$ cat config.mk
export PLATFORM = sky130hd
export DESIGN_NAME = ft_tx_scheduler_flat
export DESIGN_NICKNAME = d
export VERILOG_FILES = /design/src/rtl/ft_tx_scheduler_pkg.sv /design/src/rtl/ft_tx_scheduler_if.sv /design/src/rtl/ft_tx_scheduler_serializer.sv /design/src/rtl/ft_tx_scheduler.sv /design/src/flat_wrapper.sv
export SDC_FILE = /design/constraint.sdc
export NUM_CORES = 1
export LEC_CHECK = 0
export ABC_AREA = 1
export CAP_MARGIN = 30
export CELL_PAD_IN_SITES_DETAIL_PLACEMENT = 0
export CELL_PAD_IN_SITES_GLOBAL_PLACEMENT = 2
export CORE_MARGIN = 2
export CORE_UTILIZATION = 29
export DETAILED_ROUTE_END_ITERATION = 6
export GPL_ROUTABILITY_DRIVEN = 1
export GPL_TIMING_DRIVEN = 0
export MAX_ROUTING_LAYER = met4
export PLACE_DENSITY = 0.89
export SYNTH_ARGS = -nofsm -noshare
export SYNTH_HDL_FRONTEND = slang
export SYNTH_HIERARCHICAL = 1
export SYNTH_SLANG_ARGS = --single-unit
export TNS_END_PERCENT = 1
$ cat constraint.sdc
create_clock -name clk_128M -period 3.2 [get_ports clk_128M]
set_clock_uncertainty 0.15 [all_clocks]
set_input_delay 0.64 -clock clk_128M [delete_from_list [all_inputs] [get_ports clk_128M]]
set_output_delay 0.64 -clock clk_128M [all_outputs]
set_load 0.005 [all_outputs]
$ cat src/rtl/ft_tx_scheduler_pkg.sv
// ft_pkg: shared definitions for the FT600 transmit scheduler.
//   - frame word counts for packet and status frames
//   - packet-frame delimiter byte
//   - scheduler state encoding and grant-source enum
//   - frame builders used by the top level when a source is granted
package ft_pkg;

  localparam int unsigned PKT_WORDS  = 8;
  localparam int unsigned STAT_WORDS = 6;
  localparam int unsigned CNT_W      = 4;

  localparam logic [7:0] PKT_DELIM = 8'h7C;

  // Legacy state encodings kept so existing decoders of the state field still match.
  localparam logic [1:0] ST_IDLE = 2'd0;
  localparam logic [1:0] ST_PKT  = 2'd1;
  localparam logic [1:0] ST_STAT = 2'd2;

  typedef enum logic [1:0] {
    S_IDLE = ST_IDLE,
    S_PKT  = ST_PKT,
    S_STAT = ST_STAT
  } ft_state_e;

  typedef enum logic {
    SRC_PKT  = 1'b0,
    SRC_STAT = 1'b1
  } ft_src_e;

  typedef logic [PKT_WORDS-1:0][15:0] ft_frame_t;

  function automatic ft_frame_t build_pkt_frame(input logic [87:0] data,
                                                input logic [15:0] magic,
                                                input logic [15:0] seq);
    ft_frame_t f;
    f    = '0;
    f[0] = data[15:0];
    f[1] = data[31:16];
    f[2] = data[47:32];
    f[3] = data[63:48];
    f[4] = data[79:64];
    f[5] = {PKT_DELIM, data[87:80]};
    f[6] = magic;
    f[7] = seq;
    return f;
  endfunction

  function automatic ft_frame_t build_stat_frame(input logic [15:0] hdr,
                                                 input logic [31:0] total,
                                                 input logic [31:0] mismatch,
                                                 input logic [15:0] seq);
    ft_frame_t f;
    f    = '0;
    f[0] = hdr;
    f[1] = total[15:0];
    f[2] = total[31:16];
    f[3] = mismatch[15:0];
    f[4] = mismatch[31:16];
    f[5] = seq;
    return f;
  endfunction

endpackage

$ cat src/rtl/ft_tx_scheduler_if.sv
// ft_tx_scheduler_if: FT600 transmit FIFO write bus.
//   ui_din        word to the FT TX FIFO
//   ui_din_be     byte enables (always 2'b11)
//   ui_din_valid  ui_din holds a word
//   ui_din_full   FT TX FIFO full; the word is consumed when valid && !full
// master: the scheduler side, slave: the FIFO side.
interface ft_tx_scheduler_if;

  logic [15:0] ui_din;
  logic [1:0]  ui_din_be;
  logic        ui_din_valid;
  logic        ui_din_full;

  modport master (
    output ui_din,
    output ui_din_be,
    output ui_din_valid,
    input  ui_din_full
  );

  modport slave (
    input  ui_din,
    input  ui_din_be,
    input  ui_din_valid,
    output ui_din_full
  );

endinterface

$ cat src/rtl/ft_tx_scheduler_serializer.sv
// ft_word_serializer: walks a parallel frame register out as 16-bit words.
//   clk_128M, rst_n  clock, async active-low reset
//   load             start a frame; first word is valid in the next cycle
//   frame            frame register (word 0 first), stable for the whole frame
//   nwords           number of words in the frame (1..PKT_WORDS)
//   ft               FT TX bus (master side)
//   done             the last word is being consumed this cycle
module ft_word_serializer
  import ft_pkg::*;
(
  input  logic                   clk_128M,
  input  logic                   rst_n,
  input  logic                   load,
  input  ft_frame_t              frame,
  input  logic [CNT_W-1:0]       nwords,
  ft_tx_scheduler_if.master      ft,
  output logic                   done
);

  logic [2:0] idx_q;
  logic       valid_q;
  logic       consume;
  logic       last_word;

  assign consume   = valid_q && !ft.ui_din_full;
  assign last_word = ({1'b0, idx_q} == (nwords - 4'd1));
  assign done      = consume && last_word;

  // ui_din is a mux off the frame register, so it holds automatically while
  // the FIFO is full and reads 0 after reset (frame register cleared).
  assign ft.ui_din       = frame[idx_q];
  assign ft.ui_din_be    = 2'b11;
  assign ft.ui_din_valid = valid_q;

  always_ff @(posedge clk_128M or negedge rst_n) begin
    if (!rst_n) begin
      idx_q   <= '0;
      valid_q <= 1'b0;
    end else if (load) begin
      idx_q   <= '0;
      valid_q <= 1'b1;
    end else if (consume) begin
      if (last_word) begin
        idx_q   <= '0;
        valid_q <= 1'b0;
      end else begin
        idx_q   <= idx_q + 3'd1;
      end
    end
  end

endmodule

$ cat src/rtl/ft_tx_scheduler.sv
// ft_tx_scheduler: FT600 transmit sequencer in the clk_128M domain.
// Arbitrates between telemetry packet frames (8 words) and status frames
// (6 words, counter snapshots), then serialises the winner with full
// backpressure onto the FT TX bus.
//   clk_128M, rst_n          clock, async active-low reset
//   pkt_data/pkt_valid       88-bit packet, held until pkt_ready
//   pkt_ready                one-cycle acceptance pulse
//   stat_req                 one-cycle status frame request
//   stat_total/stat_mismatch counters snapshotted at status grant
//   ft                       FT TX bus (ui_din, ui_din_be, ui_din_valid, ui_din_full)
//   pkt_seq/stat_seq         frames started per source
//   busy                     a frame is in progress
module ft_tx_scheduler
  import ft_pkg::*;
#(
  parameter logic [31:0] STAT_PERIOD = 32'd0,
  parameter logic [15:0] MAGIC       = 16'hDEC0,
  parameter logic [15:0] STAT_HDR    = 16'h5354
) (
  input  logic               clk_128M,
  input  logic               rst_n,
  input  logic [87:0]        pkt_data,
  input  logic               pkt_valid,
  output logic               pkt_ready,
  input  logic               stat_req,
  input  logic [31:0]        stat_total,
  input  logic [31:0]        stat_mismatch,
  ft_tx_scheduler_if.master  ft,
  output logic [15:0]        pkt_seq,
  output logic [15:0]        stat_seq,
  output logic               busy
);

  ft_state_e          state_q;
  ft_src_e            last_grant_q;
  logic               stat_pending_q;
  logic [31:0]        period_cnt_q;
  ft_frame_t          frame_q;
  logic [CNT_W-1:0]   nwords_q;
  logic [15:0]        pkt_seq_q;
  logic [15:0]        stat_seq_q;
  logic               pkt_ready_q;

  logic               period_hit;
  logic               grant_pkt;
  logic               grant_stat;
  logic               ser_done;
  logic [15:0]        pkt_seq_nxt;
  logic [15:0]        stat_seq_nxt;

  assign pkt_seq_nxt  = pkt_seq_q + 16'd1;
  assign stat_seq_nxt = stat_seq_q + 16'd1;

  assign period_hit = (STAT_PERIOD != 32'd0) && (period_cnt_q == STAT_PERIOD - 32'd1);

  // Round-robin on ties: last_grant names the loser-to-be. The two grants are
  // mutually exclusive because a tie resolves on last_grant alone.
  assign grant_pkt  = (state_q == S_IDLE) && pkt_valid &&
                      (!stat_pending_q || last_grant_q == SRC_STAT);
  assign grant_stat = (state_q == S_IDLE) && stat_pending_q &&
                      (!pkt_valid || last_grant_q == SRC_PKT);

  always_ff @(posedge clk_128M or negedge rst_n) begin
    if (!rst_n) begin
      period_cnt_q <= '0;
    end else if (period_hit || STAT_PERIOD == 32'd0) begin
      period_cnt_q <= '0;
    end else begin
      period_cnt_q <= period_cnt_q + 32'd1;
    end
  end

  always_ff @(posedge clk_128M or negedge rst_n) begin
    if (!rst_n) begin
      state_q        <= S_IDLE;
      last_grant_q   <= SRC_STAT;
      stat_pending_q <= 1'b0;
      frame_q        <= '0;
      nwords_q       <= '0;
      pkt_seq_q      <= '0;
      stat_seq_q     <= '0;
      pkt_ready_q    <= 1'b0;
    end else begin
      pkt_ready_q <= grant_pkt;
      // A new request arriving with the grant re-arms pending.
      stat_pending_q <= (stat_pending_q && !grant_stat) || stat_req || period_hit;

      case (state_q)
        S_IDLE: begin
          if (grant_pkt) begin
            state_q      <= S_PKT;
            last_grant_q <= SRC_PKT;
            pkt_seq_q    <= pkt_seq_nxt;
            frame_q      <= build_pkt_frame(pkt_data, MAGIC, pkt_seq_nxt);
            nwords_q     <= CNT_W'(PKT_WORDS);
          end else if (grant_stat) begin
            state_q      <= S_STAT;
            last_grant_q <= SRC_STAT;
            stat_seq_q   <= stat_seq_nxt;
            frame_q      <= build_stat_frame(STAT_HDR, stat_total, stat_mismatch, stat_seq_nxt);
            nwords_q     <= CNT_W'(STAT_WORDS);
          end
        end
        S_PKT, S_STAT: begin
          if (ser_done) begin
            state_q <= S_IDLE;
          end
        end
        default: state_q <= S_IDLE;
      endcase
    end
  end

  ft_word_serializer u_serializer (
    .clk_128M (clk_128M),
    .rst_n    (rst_n),
    .load     (grant_pkt || grant_stat),
    .frame    (frame_q),
    .nwords   (nwords_q),
    .ft       (ft),
    .done     (ser_done)
  );

  assign pkt_ready = pkt_ready_q;
  assign pkt_seq   = pkt_seq_q;
  assign stat_seq  = stat_seq_q;
  assign busy      = (state_q != S_IDLE);

endmodule
$ cat src/flat_wrapper.sv
// flat-port wrapper written by rule: the top's interface ports become plain ports
module ft_tx_scheduler_flat import ft_pkg::*;
#(
  parameter logic [31:0] STAT_PERIOD = 32'd0,
  parameter logic [15:0] MAGIC       = 16'hDEC0,
  parameter logic [15:0] STAT_HDR    = 16'h5354
)
  (clk_128M, rst_n, pkt_data, pkt_valid, pkt_ready, stat_req, stat_total, stat_mismatch, pkt_seq, stat_seq, busy, ft_ui_din, ft_ui_din_be, ft_ui_din_valid, ft_ui_din_full);
  ft_tx_scheduler_if ft_i ();
  input  logic clk_128M;
  input  logic rst_n;
  input  logic [87:0] pkt_data;
  input  logic pkt_valid;
  output logic pkt_ready;
  input  logic stat_req;
  input  logic [31:0] stat_total;
  input  logic [31:0] stat_mismatch;
  output logic [15:0] pkt_seq;
  output logic [15:0] stat_seq;
  output logic busy;
  output wire logic [$bits(ft_i.ui_din)-1:0] ft_ui_din;
  output wire logic [$bits(ft_i.ui_din_be)-1:0] ft_ui_din_be;
  output wire logic [$bits(ft_i.ui_din_valid)-1:0] ft_ui_din_valid;
  input wire logic [$bits(ft_i.ui_din_full)-1:0] ft_ui_din_full;
  assign ft_ui_din = ft_i.ui_din;
  assign ft_ui_din_be = ft_i.ui_din_be;
  assign ft_ui_din_valid = ft_i.ui_din_valid;
  assign ft_i.ui_din_full = ft_ui_din_full;
  ft_tx_scheduler #(.STAT_PERIOD(STAT_PERIOD), .MAGIC(MAGIC), .STAT_HDR(STAT_HDR)) u_core (.clk_128M(clk_128M), .rst_n(rst_n), .pkt_data(pkt_data), .pkt_valid(pkt_valid), .pkt_ready(pkt_ready), .stat_req(stat_req), .stat_total(stat_total), .stat_mismatch(stat_mismatch), .ft(ft_i), .pkt_seq(pkt_seq), .stat_seq(stat_seq), .busy(busy));
endmodule
==> flow_summary.ini <==
[status]
status = complete, no violations

[pwr]
peakVddDrop_uv = 420.5
p_leak_nw = 5.228
power_mw = 10.41
p_per_area_nw_per_um2 = 932.7

[cts]
cts_hold_buf = 0
cts_tree = yes
h-tree-depth = 4
cts_buffer_depth = 2
cts_made_buffers = 17
root_buffer = clkbuf_16
cts.sinks = 155
clk_latency_ps = 430
clk_pin_slew_worst_paths_ps = 70

[synthesis]
synth_ff_type = dfrtp_1
synth-simple-area-share_pct = 33.13
synth_compound_area_share_pct = 10.72
synthMuxAreaShare_pct = 0
synth_area_leaders = dfrtp_1 48%, nand2_1 20%, nand3_1 6.6%
synth-seq-cells = 155
synthCells = 1074
synth_largest_area_cell = dfrtp_1
synthDistinctLibCells = 37
synth_top_family_by_area = simple AND/OR/NAND/NOR gates
ys_seq_area_share_pct = 48.44
synth_fa_ha_area_share_pct = 0.7810
synthArstFlopShare_pct = 100.0
syn_area_per_cell_um2 = 7.458
syn_area_um2 = 8010
yosys_warnings = 6
synth_top_area_share_pct = 48.11
synth_edf_count = 0
synthXorXnorAreaFrac_pct = 0.6560

[job]
drv_cap = 0

[floorplanning]
initial_core_util_pct = 29.64
dieArea_um2 = 28970
die_w_um = 170.2
io_pins = 210
core.rowCount = 60
fp.coreArea_um2 = 27030
die-height_um = 170.2

[drt]
wl_um = 30120
post-route-drc-count = 0
wire_per_inst_um = 18.09
via_count = 8045
via_per_inst = 4.832
drt_iter0_drc = 641
ant_nets = 0
firstDrtPassIters = 5

[placement]
place_area_um2 = 10580
hpwl_um = 23280
place_ws_ps = 197.7
port_buffers = 207
finalWeightedCongestion = 0.8657

[timing]
worst_slack_ps = 29.09
worst_pin_slew_ps = 669.4
max_slew_margin_pct = 55.37
fin_crit_sh_pct = 99.09
whs_ps = 21.17
fmax_ghz = 0.3154
period_needed_ps = 3171
setup_viol = 0
finalMaxSlewViolations = 0
hold_viol = 0
rsz0062_at_grt = true

[finish]
final_layout_size_suffix_gt1_share_pct = 7.704
regArea_um2 = 3882
final.fill_count = 2809
area_growth_pct = 39.39
multi_input_area_um2 = 3672
fin_nets = 1473
fin_area_um2 = 11170
diodes = 0

[worst_setup_path]
cp.buffers_inverters = 3
crit_chain = inv_2 -> clkbuf_1 -> o21ai_0 -> o22ai_1 -> nand2_1 -> nand2_1 -> clkdlybuf4s50_1
arrival_ps = 2380
max_stage_delay_ps = 520
rrSetupSlack_ps = 1100
crit_type = flip-flop to output port
path_max_fanout = 10
critPathSlowestCell = clkdlybuf4s50_1
worst_setup_path_end_kind = output port
required_ps = 2410
cp_top_family = buffers and inverters
cp-start-kind = flip-flop
cp_common_cell = nand2_1

[grt]
grt_max_degree = 81
grt_pass1_vias = 7612
grt_pass1_wl_um = 45030
grt.total_usage_pct = 21.46
antenna_found_initial = 0
grt-ovfl-total = 0

[min_path]
min_path_type = input port to asynchronous set/reset pin
-- final timing paths --
path                                              startpoint                      endpoint  depth (start not counted)
worst max-delay path            u_core/u_serializer/idx_q[0]                  ft_ui_din[4]                          7
worst max register to register             u_core/state_q[0]            u_core/stat_seq[8]                          7
min in group clk_128M                     u_core/frame_q[88]            u_core/frame_q[88]                          2
worst min register to register            u_core/frame_q[88]            u_core/frame_q[88]                          2
worst min-delay path                                   rst_n           u_core/stat_seq[13]                          1
max in group asynchronous                              rst_n  u_core/u_serializer/idx_q[1]                          2
-- registers in the layout, indices dropped and copies added, names as in the netlist --
name / cells
u_core/stat_pending_q: 1
u_core/pkt_ready: 1
u_core/nwords_q: 1
u_core/stat_seq: 16
u_core/frame_q: 113
u_core/state_q: 2
u_core/u_serializer/ft.ui_din_valid: 1
u_core/last_grant_q: 1
u_core/u_serializer/idx_q: 3
u_core/pkt_seq: 16
-- power by group --
group | total (mW) | internal [mW] | switching, mW
logic | 4.96 | 2.04 | 2.93
registers | 3.46 | 2.74 | 0.714
clock network | 2.00 | 1.12 | 0.876
total | 10.4 | 5.90 | 4.52
-- metal layers --
layer,vias to the layer above,wire length (um),track usage [%],part of all wire [%]
li1,3968,-,-,-
met1,3731,14230,30.88,47
met2,308,13370,31.23,44
met3,38,1797,2.628,6.0
met4,0,716,7.209,2.4
met5,-,0,-,0
-- Yosys cell counts (2+ instances only) --
| library cell | number |
|---|---|
| nand2_1 | 419 |
| dfrtp_1 | 154 |
| nand3_1 | 106 |
| nor2_1 | 97 |
| o21ai_0 | 68 |
| inv_1 | 39 |
| buf_2 | 32 |
| o22ai_1 | 32 |
| o21ai_1 | 18 |
| clkbuf_1 | 14 |
| buf_4 | 11 |
| a22o_1 | 9 |
| nand4_1 | 8 |
| a21oi_1 | 7 |
| o22a_1 | 7 |
| nor2_2 | 6 |
| ha_1 | 5 |
| inv_2 | 5 |
| o21bai_1 | 4 |
| xor2_1 | 4 |
| and2_1 | 3 |
| nand2_2 | 3 |
| or2_1 | 3 |
| clkinv_1 | 2 |
| conb_1 | 2 |
| inv_4 | 2 |
| nand3b_1 | 2 |
| or2_2 | 2 |
| xnor2_1 | 2 |
-- cells in the final DEF (no fill, tap or decap), drive strengths merged, types with 32 or more instances in the layout --
cell and n:
nand2 422, clkdlybuf4s50 206, dfrtp 154, nand3 107, nor2 103, o21ai 86, inv 49, buf 45
clkbuf 36, o22ai 32
-- stage by stage --
stage / TNS (ps) / cells / util (%)
4_1_cts: 0 / 1665 / 41.27
5_1_grt: -59.28 / 1665 / 41.31
3_5_place_dp: 0 / 1633 / 39.14
2_1_floorplan: 0 / 1084 / -
6_report: 0 / 1665 / 41.31
3_3_place_gp: -820150 / 1632 / 39.02
-- logic make-up after synthesis --
family          count (synthesis)
compound gates                148
xor+xnor                        6
fa+ha+maj                       5
buf+inv                       107
flops                         155
other cells                     2
simple gates                  651
-- area by class of cell --
type | instances | share of cell area [%]
timing repair buffer | 208 | 18.85
clock inverter | 12 | 1.020
multi-input combinational | 822 | 32.89
buffer | 59 | 2.902
sequential | 155 | 34.77
clock buffer | 20 | 4.090
tap | 341 | 3.821
inverter | 48 | 1.658
-- timing repair --
item	4_1_cts	5_1_grt
resized for setup	4	10
buffers inserted	0	0
cloned	0	0
setup endpoints to repair	5	13
Power figures use the tool's default switching activity.
==> patch 1: new RTL, config.mk and constraints unchanged <==
Set the package constant `CNT_W` to 6 (it was 4).
--- a/src/rtl/ft_tx_scheduler_pkg.sv
+++ b/src/rtl/ft_tx_scheduler_pkg.sv
@@ -7,7 +7,7 @@
 
   localparam int unsigned PKT_WORDS  = 8;
   localparam int unsigned STAT_WORDS = 6;
-  localparam int unsigned CNT_W      = 4;
+  localparam int unsigned CNT_W      = 6;
 
   localparam logic [7:0] PKT_DELIM = 8'h7C;
 
Behaviour: no difference found for any inputs over 4 cycles, from zero or initial values and one cycle with rst_n low; that may be too few to reach the edited logic, so the function may still have changed.
==> patch 1 against the unedited design <==
The flow now finishes with violations (setup timing); hold slack improved by 0.012 ns; first-iteration DRC count is 27% lower; die area up 1.4%; synthesized area rose by 1.5%; register-to-register slack got worse by 0.06 ns; wire length is 1.6% higher; utilization up 0.19 points; worst setup slack lost 0.075 ns; final area grew 3.0%; final cell count is 3.4% higher; sequential cell count unchanged; power grew 2.8%; largest power group unchanged.
==> patch 1: results (changes against the unedited design) <==
.. list-table::
   :header-rows: 1

   * - Metric
     - Value
   * - Antenna violations before repair
     - 1 (was 0)
   * - Clk_lat worst skew
     - 0.44 ns
   * - Dpl cell area
     - 10760 um2 (was 10580 um2)
   * - Setup TNS
     - -0.1421 ns (was 0 ns)
   * - Final Worst Setup Slack
     - -0.04632 ns (was 0.02909 ns)
   * - Initial drt markers
     - 467 (was 641)
   * - Worst setup startpoint
     - u_core/u_serializer/idx_q[1] (was u_core/u_serializer/idx_q[0])
   * - Gp weighted congestion
     - 0.8601 (was 0.8657)
   * - Pin count of the biggest net entering global routing
     - 91 (was 81)
   * - Post-placement worst setup slack
     - 0.1313 ns (was 0.1977 ns)
   * - Violations in the final reports
     - setup timing
   * - Most area-consuming cells after synthesis
     - dfrtp_1 47%, nand2_1 19%, nand3_1 6.8% (was dfrtp_1 48%, nand2_1 20%, nand3_1 6.6%)
   * - Wire length of the first global-routing pass
     - 46600 um (was 45030 um)
   * - R2R Setup Slk
     - 1.04 ns (was 1.10 ns)
   * - Post-synthesis compound-gate area fraction
     - 9.638% (was 10.72%)
   * - Crit Reg-Reg Endpoint
     - u_core/state_q[1] (was u_core/stat_seq[8])
   * - Cell internal pwr
     - 6053 uW (was 5899 uW)
   * - Endpoints failing setup
     - 5 (was 0)
   * - Average wire per standard cell
     - 17.77 um (was 18.09 um)
   * - Overall Global Routing Usage
     - 21.83% (was 21.46%)
   * - Worst-case headroom to the max-slew limit
     - 48.78% (was 55.37%)
   * - Critical path endpoint
     - ft_ui_din[5] (was ft_ui_din[4])
   * - Arrival time at the worst endpoint
     - 2.46 ns (was 2.38 ns)
   * - IO buf count
     - 207 (unchanged)
   * - Result of the run
     - complete, but fails checks (was finished clean)
   * - Fraction of final layout cells sized beyond drive strength 1
     - 8.793% (was 7.704%)
   * - Post-layout net count
     - 1491 (was 1473)
   * - Worst-case vdd ir drop
     - 0.0004162 V (was 0.0004205 V)
   * - Mux contribution to synthesized area
     - 0% (unchanged)
   * - Worst Reg2Reg Path Length in Cells
     - 12 (was 7)
   * - Placed wire-length estimate after detailed placement
     - 23490 um (was 23280 um)
   * - Startpoint of the lowest-slack register-to-register path
     - u_core/nwords_q[2] (was u_core/state_q[0])
   * - Clock-pin slew on the worst setup and hold paths
     - 0.07 ns (about the same)
   * - Number of global-route vias before repair
     - 7975 (was 7612)
   * - Via count normalized by instance count
     - 4.710 (was 4.832)
   * - Share of synthesized cell area in full adder, half adder and majority cells
     - 0.7698% (was 0.7810%)
   * - Sequential-to-total area share from yosys stat
     - 47.74% (was 48.44%)
   * - Power share of the combinational group
     - 49.7% (was 47.6%)
   * - Post-Synth XOR/XNOR Area
     - 0.6467% (was 0.6560%)
   * - Leakage power of the design
     - 0.005346 uW (was 0.005228 uW)
   * - Commonest cells in the netlist
     - 418 x nand2_1, 154 x dfrtp_1, 134 x nor2_1 (was 419 x nand2_1, 154 x dfrtp_1, 106 x nand3_1)
## patch 1: timing repair
| action | 4_1_cts | 5_1_grt |
|---|---|---|
| hold endpoints to repair | 0 | 0 |
| hold buffers | 0 | 0 |
| pin swaps | 0 | 1 |
| resized for setup | 14 | 18 |
| setup endpoints to repair | 15 | 16 |
## patch 1: logic make-up after synthesis
family	Yosys count
AOI/OAI and AO/OA	117
xor gates and xnor gates	6
adders and majority gates	5
buffers and inverters	111
DFF	155
other	2
and+or+nand+nor	691
## patch 1: worst reg2reg max path, cell delays in order (launching register included)
cell and delay (ns):
dfrtp_1 0.46, inv_1 0.07, ha_1 0.29, nor2_1 0.04
nor2_1 0.10, nand3_1 0.08, nor2_1 0.16, nand4_1 0.18
inv_2 0.11, nor2_1 0.06, o21bai_1 0.19, a21oi_1 0.14
inv_1 0.05
## patch 1: per-layer routing
metal | share of wire, % | vias to the layer above | global-route usage [%] | wire, um
met5 | 0 | - | - | 0
met4 | 2.0 | 0 | 6.485 | 620
met3 | 4.9 | 42 | 2.646 | 1495
met2 | 47 | 215 | 33.78 | 14270
met1 | 46 | 3853 | 30.11 | 14210
li1 | - | 4000 | - | -
## patch 1: through the flow
stage          utilization [%]  std cells  power (uW)  hold WS (ns)
6_report                 41.51       1722       10710       0.03339
5_1_grt                  41.50       1721       11490        0.1105
2_1_floorplan                -       1102        6089        0.1944
4_1_cts                  41.20       1720       10690       0.09350
3_3_place_gp             38.72       1687        8510        0.3105
3_5_place_dp             38.84       1688        8552        0.3146
## patch 1: final cells by class
type,instances,area (um2)
Fill cell,2909,16210
Multi-Input combinational cell,836,3901
Sequential cell,155,3882
Timing Repair Buffer,208,2110
Clock buffer,22,484.2
Tap cell,378,473.0
Buffer,61,371.6
Inverter,50,190.2
Clock inverter,10,82.58
Antenna cell,2,5.005
==> patch 2: new RTL, same settings <==
Without the edit above. Reset style: synchronous (`rst_n`), changed in 3 clocked blocks. Comments in the files are not updated.
--- a/src/rtl/ft_tx_scheduler_serializer.sv
+++ b/src/rtl/ft_tx_scheduler_serializer.sv
@@ -32,7 +32,7 @@
   assign ft.ui_din_be    = 2'b11;
   assign ft.ui_din_valid = valid_q;
 
-  always_ff @(posedge clk_128M or negedge rst_n) begin
+  always_ff @(posedge clk_128M) begin
     if (!rst_n) begin
       idx_q   <= '0;
       valid_q <= 1'b0;
--- a/src/rtl/ft_tx_scheduler.sv
+++ b/src/rtl/ft_tx_scheduler.sv
@@ -60,7 +60,7 @@
   assign grant_stat = (state_q == S_IDLE) && stat_pending_q &&
                       (!pkt_valid || last_grant_q == SRC_PKT);
 
-  always_ff @(posedge clk_128M or negedge rst_n) begin
+  always_ff @(posedge clk_128M) begin
     if (!rst_n) begin
       period_cnt_q <= '0;
     end else if (period_hit || STAT_PERIOD == 32'd0) begin
@@ -70,7 +70,7 @@
     end
   end
 
-  always_ff @(posedge clk_128M or negedge rst_n) begin
+  always_ff @(posedge clk_128M) begin
     if (!rst_n) begin
       state_q        <= S_IDLE;
       last_grant_q   <= SRC_STAT;
Function: differs if rst_n is asserted again (counterexample within 4 cycles, from zero or initial values and one cycle with rst_n low); with rst_n held inactive, the same outputs for 4 cycles.
==> patch 2 against the unedited design <==
Via count is 3.9% higher; worst setup slack better by 0.028 ns; sequential cell count stayed put; final area is 3.0% lower; wire length is 2.9% higher; synthesized cell count is 4.9% higher; global-route usage is 1.1 points higher; count of clock-buffer cells in the layout is 1 lower; utilization is 0.36 points higher; synthesized area is 4.5% lower; non-clock buffer count is 14 higher; maximum frequency is 0.89% higher; critical endpoint is now ft_ui_din[7].
Power is not compared: it rests on default switching activity, and its combinational part moved more than twofold at a synthesized area within 25%.
==> patch 2: results (changes against the unedited design) <==
.. list-table::
   :header-rows: 1

   * - Metric
     - Value
   * - Post-placement worst setup slack
     - 0.1398 ns (was 0.1977 ns)
   * - Routed length on met2
     - 14390 um (was 13370 um)
   * - Pin count of the biggest net entering global routing
     - 17 (was 81)
   * - Wire length of the first global-routing pass
     - 46750 um (was 45030 um)
   * - Netlist cell types
     - 35 (was 37)
   * - Share of synthesized cell area in full adder, half adder and majority cells
     - 0.8179% (was 0.7810%)
   * - Fraction of final layout cells sized beyond drive strength 1
     - 7.994% (was 7.704%)
   * - Post-layout total power
     - 6249 uW
   * - Sequential-to-total area share from yosys stat
     - 40.57% (was 48.44%)
   * - Worst-case headroom to the max-slew limit
     - 45.82% (was 55.37%)
   * - Number of resized instances in the post-cts repair step
     - 2 (was 4)
   * - Placed wire-length estimate after detailed placement
     - 24160 um (was 23280 um)
   * - Number of global-route vias before repair
     - 8008 (was 7612)
   * - Flip-flop count of the largest register after layout
     - 113 (unchanged)
   * - Overall Global Routing Usage
     - 22.53% (was 21.46%)
   * - Post-Synthesis Mean Instance Area
     - 6.787 um2 (was 7.458 um2)
   * - Wire length on met1
     - 14700 um (was 14230 um)
   * - Commonest cells in the netlist
     - 341 x nand2_1, 155 x dfxtp_1, 120 x nor2_1 (was 419 x nand2_1, 154 x dfrtp_1, 106 x nand3_1)
   * - Dpl cell area
     - 10180 um2 (was 10580 um2)
   * - Via count
     - 8361 (was 8045)
   * - Post-synthesis compound-gate area fraction
     - 18.21% (was 10.72%)
   * - Met2 usage
     - 35.68% (was 31.23%)
   * - Average wire per standard cell
     - 18.12 um (was 18.09 um)
   * - Result of the run
     - finished clean (unchanged)
   * - Met3 WL post-DR
     - 1496 um (was 1797 um)
   * - Post-Synth XOR/XNOR Area
     - 0.5726% (was 0.6560%)
   * - Gp weighted congestion
     - 0.8869 (was 0.8657)
   * - Final WL
     - 31000 um (was 30120 um)
   * - Share of synthesized flip-flops with an asynchronous set or reset
     - 0% (was 100.0%)
   * - Most area-consuming cells after synthesis
     - dfxtp_1 41%, nand2_1 17%, nand3_1 6.7% (was dfrtp_1 48%, nand2_1 20%, nand3_1 6.6%)
   * - Met3 global-route usage
     - 3.360% (was 2.628%)
   * - Register name with the most flops
     - u_core/frame_q (unchanged)
   * - Initial drt markers
     - 551 (was 641)
   * - Mux contribution to synthesized area
     - 0.1309% (was 0%)
   * - Hold crit path type
     - reg -> reg (was in -> async)
==> patch 2: changes by cell type after synthesis, sizes merged, moves of 7 or more <==
| cell | change |
|---|---|
| o21ai | +23 |
| o211ai | +21 |
| clkbuf | +7 |
| o221a | +7 |
| nand2 | -80 |
| inv | +30 |
| buf | +8 |
| o22a | -7 |
| nor2 | +19 |
| a31oi | +28 |
| dfxtp | +155 |
| dfrtp | -154 |
| o31ai | +7 |
==> patch 2: final timing paths <==
kind,start,end,slack (ns),depth (start not counted)
hold / removal,u_core/frame_q[124],u_core/frame_q[124],0.31,2
setup / recovery,u_core/u_serializer/idx_q[0],ft_ui_din[7],0.06,9
setup reg to reg,u_core/state_q[0],u_core/pkt_seq[10],0.85,9
hold reg to reg,u_core/frame_q[124],u_core/frame_q[124],0.31,2
==> patch 2: cell type report <==
class	instances	area [um2]
sequential	155	3105
clock buffer	19	452.9
clock inverter	13	153.9
timing repair buffer	207	2072
fill	2803	15160
multi-input combinational	832	3929
buffer	74	405.4
inverter	76	290.3
tap	335	419.2
